--- config.mk ---
export PLATFORM = sky130hd
export DESIGN_NAME = aludec_seq_flat
export DESIGN_NICKNAME = d
export VERILOG_FILES = /design/src/rtl/aludec_seq_pkg.sv /design/src/rtl/aludec_seq_if.sv /design/src/rtl/aludec_mdu_seq.sv /design/src/rtl/aludec_seq.sv /design/src/flat_wrapper.sv
export SDC_FILE = /design/constraint.sdc
export NUM_CORES = 1
export LEC_CHECK = 0
export BUFFER_PORTS_ARGS = -buffer_cell sky130_fd_sc_hd__buf_2
export CAP_MARGIN = 20
export CELL_PAD_IN_SITES_DETAIL_PLACEMENT = 2
export CELL_PAD_IN_SITES_GLOBAL_PLACEMENT = 2
export CORE_AREA = 3 3 40 42
export DETAILED_ROUTE_END_ITERATION = 6
export DIE_AREA = 0 0 43 45
export GPL_ROUTABILITY_DRIVEN = 0
export MAX_ROUTING_LAYER = met4
export PLACE_DENSITY = 0.79
export SLEW_MARGIN = 20
export SYNTH_ARGS = -nofsm -noshare
export SYNTH_HDL_FRONTEND = slang
export SYNTH_HIERARCHICAL = 1
export SYNTH_SLANG_ARGS = --single-unit
--- constraint.sdc ---
create_clock -name vclk -period 1.25
set_clock_uncertainty 0.2 [all_clocks]
set_input_delay 0.0625 -clock vclk [all_inputs]
set_output_delay 0.0625 -clock vclk [all_outputs]
set_load 0.01 [all_outputs]
--- src/rtl/aludec_seq_pkg.sv ---
// aludec_seq_pkg: shared ALU operation codes, sequencer state encoding and
// the R/I-type funct3 decode helper used by the aludec_seq controller slice.
// No ports; imported by aludec_seq and aludec_mdu_seq.
package aludec_seq_pkg;

    localparam int unsigned ALU_W = 4;

    localparam logic [ALU_W-1:0] ADD_OP  = 4'b0000;
    localparam logic [ALU_W-1:0] SUB_OP  = 4'b0001;
    localparam logic [ALU_W-1:0] AND_OP  = 4'b0010;
    localparam logic [ALU_W-1:0] OR_OP   = 4'b0011;
    localparam logic [ALU_W-1:0] XOR_OP  = 4'b0100;
    localparam logic [ALU_W-1:0] SLT_OP  = 4'b0101;
    localparam logic [ALU_W-1:0] SLTU_OP = 4'b0110;
    localparam logic [ALU_W-1:0] SLL_OP  = 4'b0111;
    localparam logic [ALU_W-1:0] SRL_OP  = 4'b1000;
    localparam logic [ALU_W-1:0] SRA_OP  = 4'b1001;
    localparam logic [ALU_W-1:0] NOP_OP  = 4'b1111;

    typedef enum logic [1:0] {
        IDLE = 2'b00,
        BUSY = 2'b01,
        DONE = 2'b10
    } state_e;

    // funct3 decode for ALUOp==10; SUB needs an R-type opcode, SRA does not.
    function automatic logic [ALU_W-1:0] funct3_op(input logic [2:0] funct3,
                                                   input logic       opb5,
                                                   input logic       funct7b5);
        logic [ALU_W-1:0] op;
        op = ADD_OP;
        case (funct3)
            3'b000:  op = (opb5 && funct7b5) ? SUB_OP : ADD_OP;
            3'b001:  op = SLL_OP;
            3'b010:  op = SLT_OP;
            3'b011:  op = SLTU_OP;
            3'b100:  op = XOR_OP;
            3'b101:  op = funct7b5 ? SRA_OP : SRL_OP;
            3'b110:  op = OR_OP;
            default: op = AND_OP;
        endcase
        return op;
    endfunction

endpackage

--- src/rtl/aludec_seq_if.sv ---
// aludec_seq_if: decode-stage bundle between the controller front end and
// aludec_seq.
//   master: drives valid_i, flush_i, opb5, funct3, funct7b5, funct7b0, ALUOp;
//           receives ALUControl, mdu_start, mdu_op, stall, mdu_valid.
//   slave : the decoder side (mirror of master).
interface aludec_seq_if #(
    parameter int unsigned CTRL_W = 4
);
    logic              valid_i;
    logic              flush_i;
    logic              opb5;
    logic [2:0]        funct3;
    logic              funct7b5;
    logic              funct7b0;
    logic [1:0]        ALUOp;
    logic [CTRL_W-1:0] ALUControl;
    logic              mdu_start;
    logic [2:0]        mdu_op;
    logic              stall;
    logic              mdu_valid;

    modport master (
        output valid_i, flush_i, opb5, funct3, funct7b5, funct7b0, ALUOp,
        input  ALUControl, mdu_start, mdu_op, stall, mdu_valid
    );

    modport slave (
        input  valid_i, flush_i, opb5, funct3, funct7b5, funct7b0, ALUOp,
        output ALUControl, mdu_start, mdu_op, stall, mdu_valid
    );
endinterface

--- src/rtl/aludec_mdu_seq.sv ---
// aludec_mdu_seq: multi-cycle M-extension sequencer (IDLE/BUSY/DONE).
// Compiled only when ALUDEC_MEXT_EN is defined.
// Ports: clk, reset_n (sync, active-low), mop (M-op present), flush,
//        funct3 -> stall, mdu_start, mdu_op, mdu_valid.
`ifdef ALUDEC_MEXT_EN
module aludec_mdu_seq
    import aludec_seq_pkg::*;
#(
    parameter int unsigned MUL_CYCLES = 2,
    parameter int unsigned DIV_CYCLES = 32
) (
    input  logic       clk,
    input  logic       reset_n,
    input  logic       mop,
    input  logic       flush,
    input  logic [2:0] funct3,
    output logic       stall,
    output logic       mdu_start,
    output logic [2:0] mdu_op,
    output logic       mdu_valid
);

    localparam int unsigned MAX_CYCLES = (MUL_CYCLES > DIV_CYCLES) ? MUL_CYCLES : DIV_CYCLES;
    localparam int unsigned CNT_W      = $clog2(MAX_CYCLES + 1);
    localparam logic [CNT_W-1:0] MUL_LOAD = CNT_W'(MUL_CYCLES - 1);
    localparam logic [CNT_W-1:0] DIV_LOAD = CNT_W'(DIV_CYCLES - 1);

    state_e           state;
    logic [CNT_W-1:0] cnt;
    logic             start_q;
    logic [2:0]       op_q;

    // State, counter, latched op and first-BUSY-cycle flag; flush beats everything.
    always_ff @(posedge clk) begin
        if (!reset_n) begin
            state   <= IDLE;
            cnt     <= '0;
            op_q    <= 3'b000;
            start_q <= 1'b0;
        end else begin
            start_q <= 1'b0;
            if (flush) begin
                state <= IDLE;
            end else begin
                case (state)
                    IDLE: begin
                        if (mop) begin
                            state   <= BUSY;
                            op_q    <= funct3;
                            cnt     <= funct3[2] ? DIV_LOAD : MUL_LOAD;
                            start_q <= 1'b1;
                        end
                    end
                    BUSY: begin
                        if (cnt == '0) begin
                            state <= DONE;
                        end else begin
                            cnt <= cnt - CNT_W'(1);
                        end
                    end
                    // Held M-op on the inputs is deliberately not relaunched here.
                    DONE:    state <= IDLE;
                    default: state <= IDLE;
                endcase
            end
        end
    end

    // IDLE stall is combinational so the front end freezes in the decode cycle.
    assign stall     = reset_n && (((state == IDLE) && mop && !flush) || (state == BUSY));
    assign mdu_start = reset_n && start_q;
    assign mdu_valid = reset_n && (state == DONE) && !flush;
    assign mdu_op    = op_q;

endmodule
`endif

--- src/rtl/aludec_seq.sv ---
// aludec_seq: RV32I ALU decoder with optional M-extension sequencer.
// Ports: clk, reset_n (sync, active-low), bus (aludec_seq_if.slave):
//   inputs  valid_i, flush_i, opb5, funct3, funct7b5, funct7b0, ALUOp
//   outputs ALUControl (combinational), mdu_start, mdu_op, stall, mdu_valid
// Macro ALUDEC_MEXT_EN: when defined, M-ops are detected and sequenced by
// aludec_mdu_seq; when undefined, the MDU outputs are tied 0 and funct7b0
// is ignored. CTRL_W must be at least 4; upper bits are zero.
module aludec_seq
    import aludec_seq_pkg::*;
#(
    parameter int unsigned CTRL_W     = 4,
    parameter int unsigned MUL_CYCLES = 2,
    parameter int unsigned DIV_CYCLES = 32
) (
    input logic         clk,
    input logic         reset_n,
    aludec_seq_if.slave bus
);

    logic             mop_c;
    logic [ALU_W-1:0] op_c;

`ifdef ALUDEC_MEXT_EN
    assign mop_c = bus.valid_i && (bus.ALUOp == 2'b10) && bus.opb5 && bus.funct7b0;

    aludec_mdu_seq #(
        .MUL_CYCLES (MUL_CYCLES),
        .DIV_CYCLES (DIV_CYCLES)
    ) u_mdu_seq (
        .clk       (clk),
        .reset_n   (reset_n),
        .mop       (mop_c),
        .flush     (bus.flush_i),
        .funct3    (bus.funct3),
        .stall     (bus.stall),
        .mdu_start (bus.mdu_start),
        .mdu_op    (bus.mdu_op),
        .mdu_valid (bus.mdu_valid)
    );
`else
    localparam int unsigned unused_cycles = MUL_CYCLES + DIV_CYCLES;
    logic unused_inputs;

    assign unused_inputs  = ^{clk, reset_n, bus.valid_i, bus.flush_i, bus.funct7b0};
    assign mop_c          = 1'b0;
    assign bus.stall      = 1'b0;
    assign bus.mdu_start  = 1'b0;
    assign bus.mdu_valid  = 1'b0;
    assign bus.mdu_op     = 3'b000;
`endif

    // Operation decode; an M-op hands the result path to the MDU, so the ALU idles.
    always_comb begin
        op_c = ADD_OP;
        case (bus.ALUOp)
            2'b00:   op_c = ADD_OP;
            2'b01:   op_c = SUB_OP;
            2'b10:   op_c = funct3_op(bus.funct3, bus.opb5, bus.funct7b5);
            default: op_c = NOP_OP;
        endcase
        if (mop_c) begin
            op_c = NOP_OP;
        end
    end

    assign bus.ALUControl = CTRL_W'(op_c);

endmodule
--- src/flat_wrapper.sv ---
// flat-port wrapper written by rule: the top's interface ports become plain ports
module aludec_seq_flat import aludec_seq_pkg::*;
#(
    parameter int unsigned CTRL_W     = 4,
    parameter int unsigned MUL_CYCLES = 2,
    parameter int unsigned DIV_CYCLES = 32
)
  (clk, reset_n, bus_valid_i, bus_flush_i, bus_opb5, bus_funct3, bus_funct7b5, bus_funct7b0, bus_ALUOp, bus_ALUControl, bus_mdu_start, bus_mdu_op, bus_stall, bus_mdu_valid);
  aludec_seq_if #(.CTRL_W(CTRL_W)) bus_i ();
  input logic clk;
  input logic reset_n;
  input wire logic [$bits(bus_i.valid_i)-1:0] bus_valid_i;
  input wire logic [$bits(bus_i.flush_i)-1:0] bus_flush_i;
  input wire logic [$bits(bus_i.opb5)-1:0] bus_opb5;
  input wire logic [$bits(bus_i.funct3)-1:0] bus_funct3;
  input wire logic [$bits(bus_i.funct7b5)-1:0] bus_funct7b5;
  input wire logic [$bits(bus_i.funct7b0)-1:0] bus_funct7b0;
  input wire logic [$bits(bus_i.ALUOp)-1:0] bus_ALUOp;
  output wire logic [$bits(bus_i.ALUControl)-1:0] bus_ALUControl;
  output wire logic [$bits(bus_i.mdu_start)-1:0] bus_mdu_start;
  output wire logic [$bits(bus_i.mdu_op)-1:0] bus_mdu_op;
  output wire logic [$bits(bus_i.stall)-1:0] bus_stall;
  output wire logic [$bits(bus_i.mdu_valid)-1:0] bus_mdu_valid;
  assign bus_i.valid_i = bus_valid_i;
  assign bus_i.flush_i = bus_flush_i;
  assign bus_i.opb5 = bus_opb5;
  assign bus_i.funct3 = bus_funct3;
  assign bus_i.funct7b5 = bus_funct7b5;
  assign bus_i.funct7b0 = bus_funct7b0;
  assign bus_i.ALUOp = bus_ALUOp;
  assign bus_ALUControl = bus_i.ALUControl;
  assign bus_mdu_start = bus_i.mdu_start;
  assign bus_mdu_op = bus_i.mdu_op;
  assign bus_stall = bus_i.stall;
  assign bus_mdu_valid = bus_i.mdu_valid;
  aludec_seq #(.CTRL_W(CTRL_W), .MUL_CYCLES(MUL_CYCLES), .DIV_CYCLES(DIV_CYCLES)) u_core (.clk(clk), .reset_n(reset_n), .bus(bus_i));
endmodule
==> results of run 1 <==
power by group through the flow:
stage / Sequential (mW) / Combinational, mW / Clock [mW]
5_1_grt: 0 / 0.0782 / 0
6_report: 0 / 0.0677 / 0
3_3_place_gp: 0 / 0.0672 / 0
4_1_cts: 0 / 0.0691 / 0
3_5_place_dp: 0 / 0.0689 / 0
2_1_floorplan: 0 / 0.0513 / 0
metal layers:
layer  share of wire (%)  routed length [um]  global-route usage [%]  vias up
met1                  35                 136                   5.000       69
met2                  54                 212                   8.084        8
met3                  11                  45                  0.3984        0
li1                    -                   -                       -       82
met5                   0                   0                       -        -
met4                   0                   0                       0        0
cells in the mapped netlist:
cell | count | area share (%)
xnor2_1 | 1 | 6.2
a21oi_2 | 1 | 6.2
nor2b_1 | 3 | 13
a211oi_1 | 1 | 5.3
conb_1 | 1 | 2.7
a21oi_1 | 2 | 7.1
o21a_1 | 2 | 11
a211o_1 | 1 | 6.2
nor2_1 | 4 | 11
buf_4 | 6 | 32
stage by stage:
step	util, %	area (um2)	setup WS (ns)	hold WS, ns	total power [mW]
4_1_cts	14.70	188.9	0.1537	0.2750	0.06911
2_1_floorplan	-	160.2	0.4110	0.03714	0.05132
6_report	14.70	188.9	0.1743	0.2696	0.06769
5_1_grt	14.70	188.9	0.08286	0.2983	0.07817
3_3_place_gp	14.70	188.9	0.1509	0.2618	0.06720
3_5_place_dp	14.70	188.9	0.1549	0.2719	0.06890
kinds of logic after synthesis:
| family | count (synthesis) |
|---|---|
| AO/OA/AOI/OAI | 7 |
| XOR/XNOR | 1 |
| buffers and inverters | 6 |
| other | 1 |
| AND/OR/NAND/NOR | 7 |
area by class of cell:
class | count | area [um2]
Fill cell | 173 | 1096
Multi-Input combinational cell | 21 | 115.1
Timing Repair Buffer | 11 | 55.05
Tap cell | 15 | 18.77
worst min-delay path by stage:
stage | startpoint | endpoint | slack [ns] | cells past startpoint
2_1_floorplan | bus_ALUOp[1] | bus_ALUControl[1] | 0.04 | 1
3_3_place_gp | bus_ALUOp[1] | bus_ALUControl[1] | 0.26 | 3
3_5_place_dp | bus_ALUOp[1] | bus_ALUControl[1] | 0.27 | 3
4_1_cts | bus_ALUOp[1] | bus_ALUControl[1] | 0.27 | 3
5_1_grt | bus_ALUOp[1] | bus_ALUControl[2] | 0.30 | 3
6_report | bus_ALUOp[1] | bus_ALUControl[1] | 0.27 | 3
worst max-delay path, cell delays in order:
cell and delay (ns):
buf_2 0.12, nor2b_1 0.14, a211o_1 0.24, a21oi_2 0.11, buf_2 0.13
==> results.json, run 1 <==
{
  "status": "finished, final reports clean",
  "hold_class": "input port to primary output",
  "synth-compound-area-share_pct": 35.40,
  "power.clock.fraction_pct": 0,
  "syn_inst": 22,
  "die_w_um": 43,
  "vias_per_cell": 3.383,
  "numPortBuffers": 11,
  "maxCapViolations": 0,
  "core-area_um2": 1285,
  "grt_pass1_vias": 146,
  "antennaDiodeCount": 0,
  "synth_warnings": 6,
  "cp_max_fo": 4,
  "initial_utilization_pct": 11.00,
  "placedCellCount": 47,
  "drtIter0Drc": 0,
  "critPathRequiredTime_ns": 0.99,
  "critPathLaunch": "bus_funct3[2]",
  "final_cell_mix": "buf_2, conb_1, nor2_1, nor2b_1",
  "maxSlewViolCount": 0,
  "fin_cells": 47,
  "syn_to_final_growth_pct": 33.63,
  "crit_path_end": "bus_ALUControl[0]",
  "period_share_pct": 86.06,
  "avgRoutedWirePerCell_um": 8.362,
  "hpwl_um": 362.7,
  "clkbuf_count": 0,
  "endpoint_kind": "primary output",
  "yosys.area_share.simple_pct": 23.89,
  "grt_pass1_wl_um": 648,
  "drc": 0,
  "cts_resized": 0,
  "finalHoldViolCount": 0,
  "synth_top_family_by_area": "compound AO/OA/AOI/OAI gates",
  "hold_buffers": 0,
  "vias": 159,
  "comb_power_share_pct": 100.0,
  "synth_mux_area_share_pct": 0,
  "die_h_um": 45,
  "vdd_drop_max_mv": 0.03793,
  "grt_max_degree": 6,
  "start_kind": "input port",
  "synth_cell_types": 10,
  "io_pins": 22,
  "dieArea_um2": 1935,
  "post-cts-setup-buffers": 0,
  "intPower_mw": 0.02900,
  "layout-drive-gt1-share_pct": 37.50,
  "pwr_density_cell_nw_per_um2": 358.3,
  "max_clock_freq_mhz": 929.6,
  "final.setup.tns_ns": 0,
  "crit_type": "input port to primary output",
  "final_common_cell": "buf_2",
  "regArea_um2": 0,
  "finalSetupViolations": 0,
  "seq_cell_count": 0,
  "rows": 13,
  "switchingPower_mw": 0.03869,
  "antenna_found_initial": 0,
  "period_minus_slack_ns": 1.076,
  "finalNetCount": 46,
  "seq_area_frac_synth_pct": 0,
  "rsz0062_at_grt": "false",
  "grt_usage_pct": 4.184,
  "grt-ovfl-total": 0,
  "yosys.area_share.xor_xnor_pct": 6.195,
  "p_sw_share_pct": 57.16,
  "power_frac_seq_pct": 0,
  "cp.arrival_ns": 0.81,
  "drt_wl_total_um": 393,
  "avgSynthCellArea_um2": 6.427,
  "ant_nets": 0,
  "synthAdderAreaFrac_pct": 0,
  "syn_area_um2": 141.4,
  "power_leakage_nw": 0.09637,
  "firstDrtPassIters": 1
}
(Power assumes the default switching activity.)
==> run 2: changes to the inputs <==
--- a/config.mk
+++ b/config.mk
@@ -15,6 +15,7 @@
 export GPL_ROUTABILITY_DRIVEN = 0
 export MAX_ROUTING_LAYER = met4
 export PLACE_DENSITY = 0.79
+export SETUP_SLACK_MARGIN = 0.3
 export SLEW_MARGIN = 20
 export SYNTH_ARGS = -nofsm -noshare
 export SYNTH_HDL_FRONTEND = slang
==> run 2 against run 1 <==
  * Non-clock buffer count increased by 2
  * Die area unchanged
  * Worst hold slack better by 0.0038 ns
  * Global-route usage is 1.5 points higher
  * Power rose by 30%
  * Critical path depth unchanged
  * Setup slack better by 0.061 ns
  * Via count grew 6.3%
  * Combinational power up 30%
  * Final cell count is 4.3% higher
  * Sequential share of layout area is the same
==> results.json, run 2 (synthesized netlist as in run 1, its figures left out) <==
{
  "status": "finished, final reports clean",
  "critPathRequiredTime_ns": 0.99,
  "final_common_cell": "buf_2",
  "drt_wl_total_um": 490,
  "layout-drive-gt1-share_pct": 55.88,
  "cpMaxStageDelayCell": "a211o_1",
  "vias": 169,
  "dieArea_um2": 1935,
  "hold-path-endpoint": "bus_ALUControl[2]",
  "hold_class": "input port to primary output",
  "ant_nets": 0,
  "grt_max_degree": 6,
  "finalHoldViolCount": 0,
  "hold_buffers": 0,
  "crit_type": "input port to primary output",
  "power_frac_seq_pct": 0,
  "drc": 0,
  "min-delay-start": "bus_ALUOp[1]",
  "critPathLaunch": "bus_funct3[2]",
  "numPortBuffers": 11,
  "initial_utilization_pct": 11.00,
  "intPower_mw": 0.04401,
  "antennaDiodeCount": 0,
  "final.setup.tns_ns": 0,
  "hold_depth": 3,
  "final_cell_mix": "buf_2, conb_1, buf_4",
  "clkbuf_count": 0,
  "finalNetCount": 48,
  "endpoint_kind": "primary output",
  "max_clock_freq_mhz": 985.1,
  "grt_usage_pct": 5.636,
  "power_leakage_nw": 0.1242,
  "maxSlewViolCount": 0,
  "core-area_um2": 1285,
  "rsz0062_at_grt": "true",
  "period_minus_slack_ns": 1.015,
  "fin_ws_ns": 0.2349,
  "whs_ns": 0.2733,
  "cp.arrival_ns": 0.75,
  "p_sw_share_pct": 50.05,
  "drtIter0Drc": 0,
  "comb_power_share_pct": 100.0,
  "avgRoutedWirePerCell_um": 10.00,
  "final_core_util_pct": 19.08,
  "path_cells": "buf_8 > nor2b_4 > a211o_1 > a21oi_2 > buf_2",
  "io_pins": 22,
  "regArea_um2": 0,
  "vias_per_cell": 3.449,
  "switchingPower_mw": 0.04409,
  "antenna_found_initial": 0,
  "post-place-ws_ns": 0.1549,
  "maxCapViolations": 0,
  "hpwl_um": 362.7,
  "total_power_mw": 0.08810,
  "vdd_drop_max_mv": 0.04000,
  "start_kind": "input port",
  "grt_pass1_wl_um": 821,
  "rows": 13,
  "pwr_density_cell_nw_per_um2": 359.2,
  "die_h_um": 45,
  "syn_to_final_growth_pct": 73.45,
  "grt-ovfl-total": 0,
  "fillers": 163,
  "max_stage_delay_ns": 0.23,
  "power.clock.fraction_pct": 0,
  "firstDrtPassIters": 1,
  "seq_cell_count": 0,
  "period_share_pct": 81.21,
  "finalSetupViolations": 0,
  "multi_input_area_um2": 137.6,
  "die_w_um": 43,
  "cp_max_fo": 2,
  "grt_pass1_vias": 168
}
-- run 2: how the worst max path moves through the flow --
| stage | endpoint | slack (ns) | cells past startpoint |
|---|---|---|---|
| 3_3_place_gp | bus_ALUControl[0] | 0.15 | 5 |
| 2_1_floorplan | bus_ALUControl[0] | 0.41 | 3 |
| 5_1_grt | bus_ALUControl[0] | 0.16 | 5 |
| 6_report | bus_ALUControl[0] | 0.23 | 5 |
| 4_1_cts | bus_ALUControl[0] | 0.16 | 5 |
| 3_5_place_dp | bus_ALUControl[0] | 0.15 | 5 |
-- run 2: power by group through the flow --
stage | registers [mW] | clock network, mW | logic, mW
after floorplan | 0 | 0 | 0.0513
after global placement | 0 | 0 | 0.0672
after detailed placement | 0 | 0 | 0.0689
after CTS | 0 | 0 | 0.0837
after global routing | 0 | 0 | 0.0991
final | 0 | 0 | 0.0881
-- run 2: layer usage --
metal | track usage (%) | wire length (um)
met5 | - | 0
met3 | 0.3984 | 45
met4 | 0 | 0
met1 | 5.476 | 134
met2 | 12.57 | 310
-- run 2: cell type report --
cell class	instances	share of cell area (%)
Multi-Input combinational cell	21	56.12
Timing Repair Buffer	13	36.22
Tap cell	15	7.653
-- run 2: worst max-delay path: cells and delay by family --
family / cells / cell delay, ns
AO/OA/AOI/OAI: 2 / 0.34
buffers and inverters: 2 / 0.22
AND/OR/NAND/NOR: 1 / 0.11
-- run 2: through the flow --
stage | instances | area (um2)
final | 49 | 245.2
after floorplan | 27 | 160.2
after CTS | 49 | 232.7
after global placement | 47 | 188.9
after global routing | 49 | 245.2
after detailed placement | 47 | 188.9
-- run 2: timing repair --
action                                  in CTS  in global routing
endpoints found under the setup margin       4                  4
cloned                                       0                  0
pin swaps                                    3                  2
buffers inserted                             2                  0
resized for setup                            9                  3
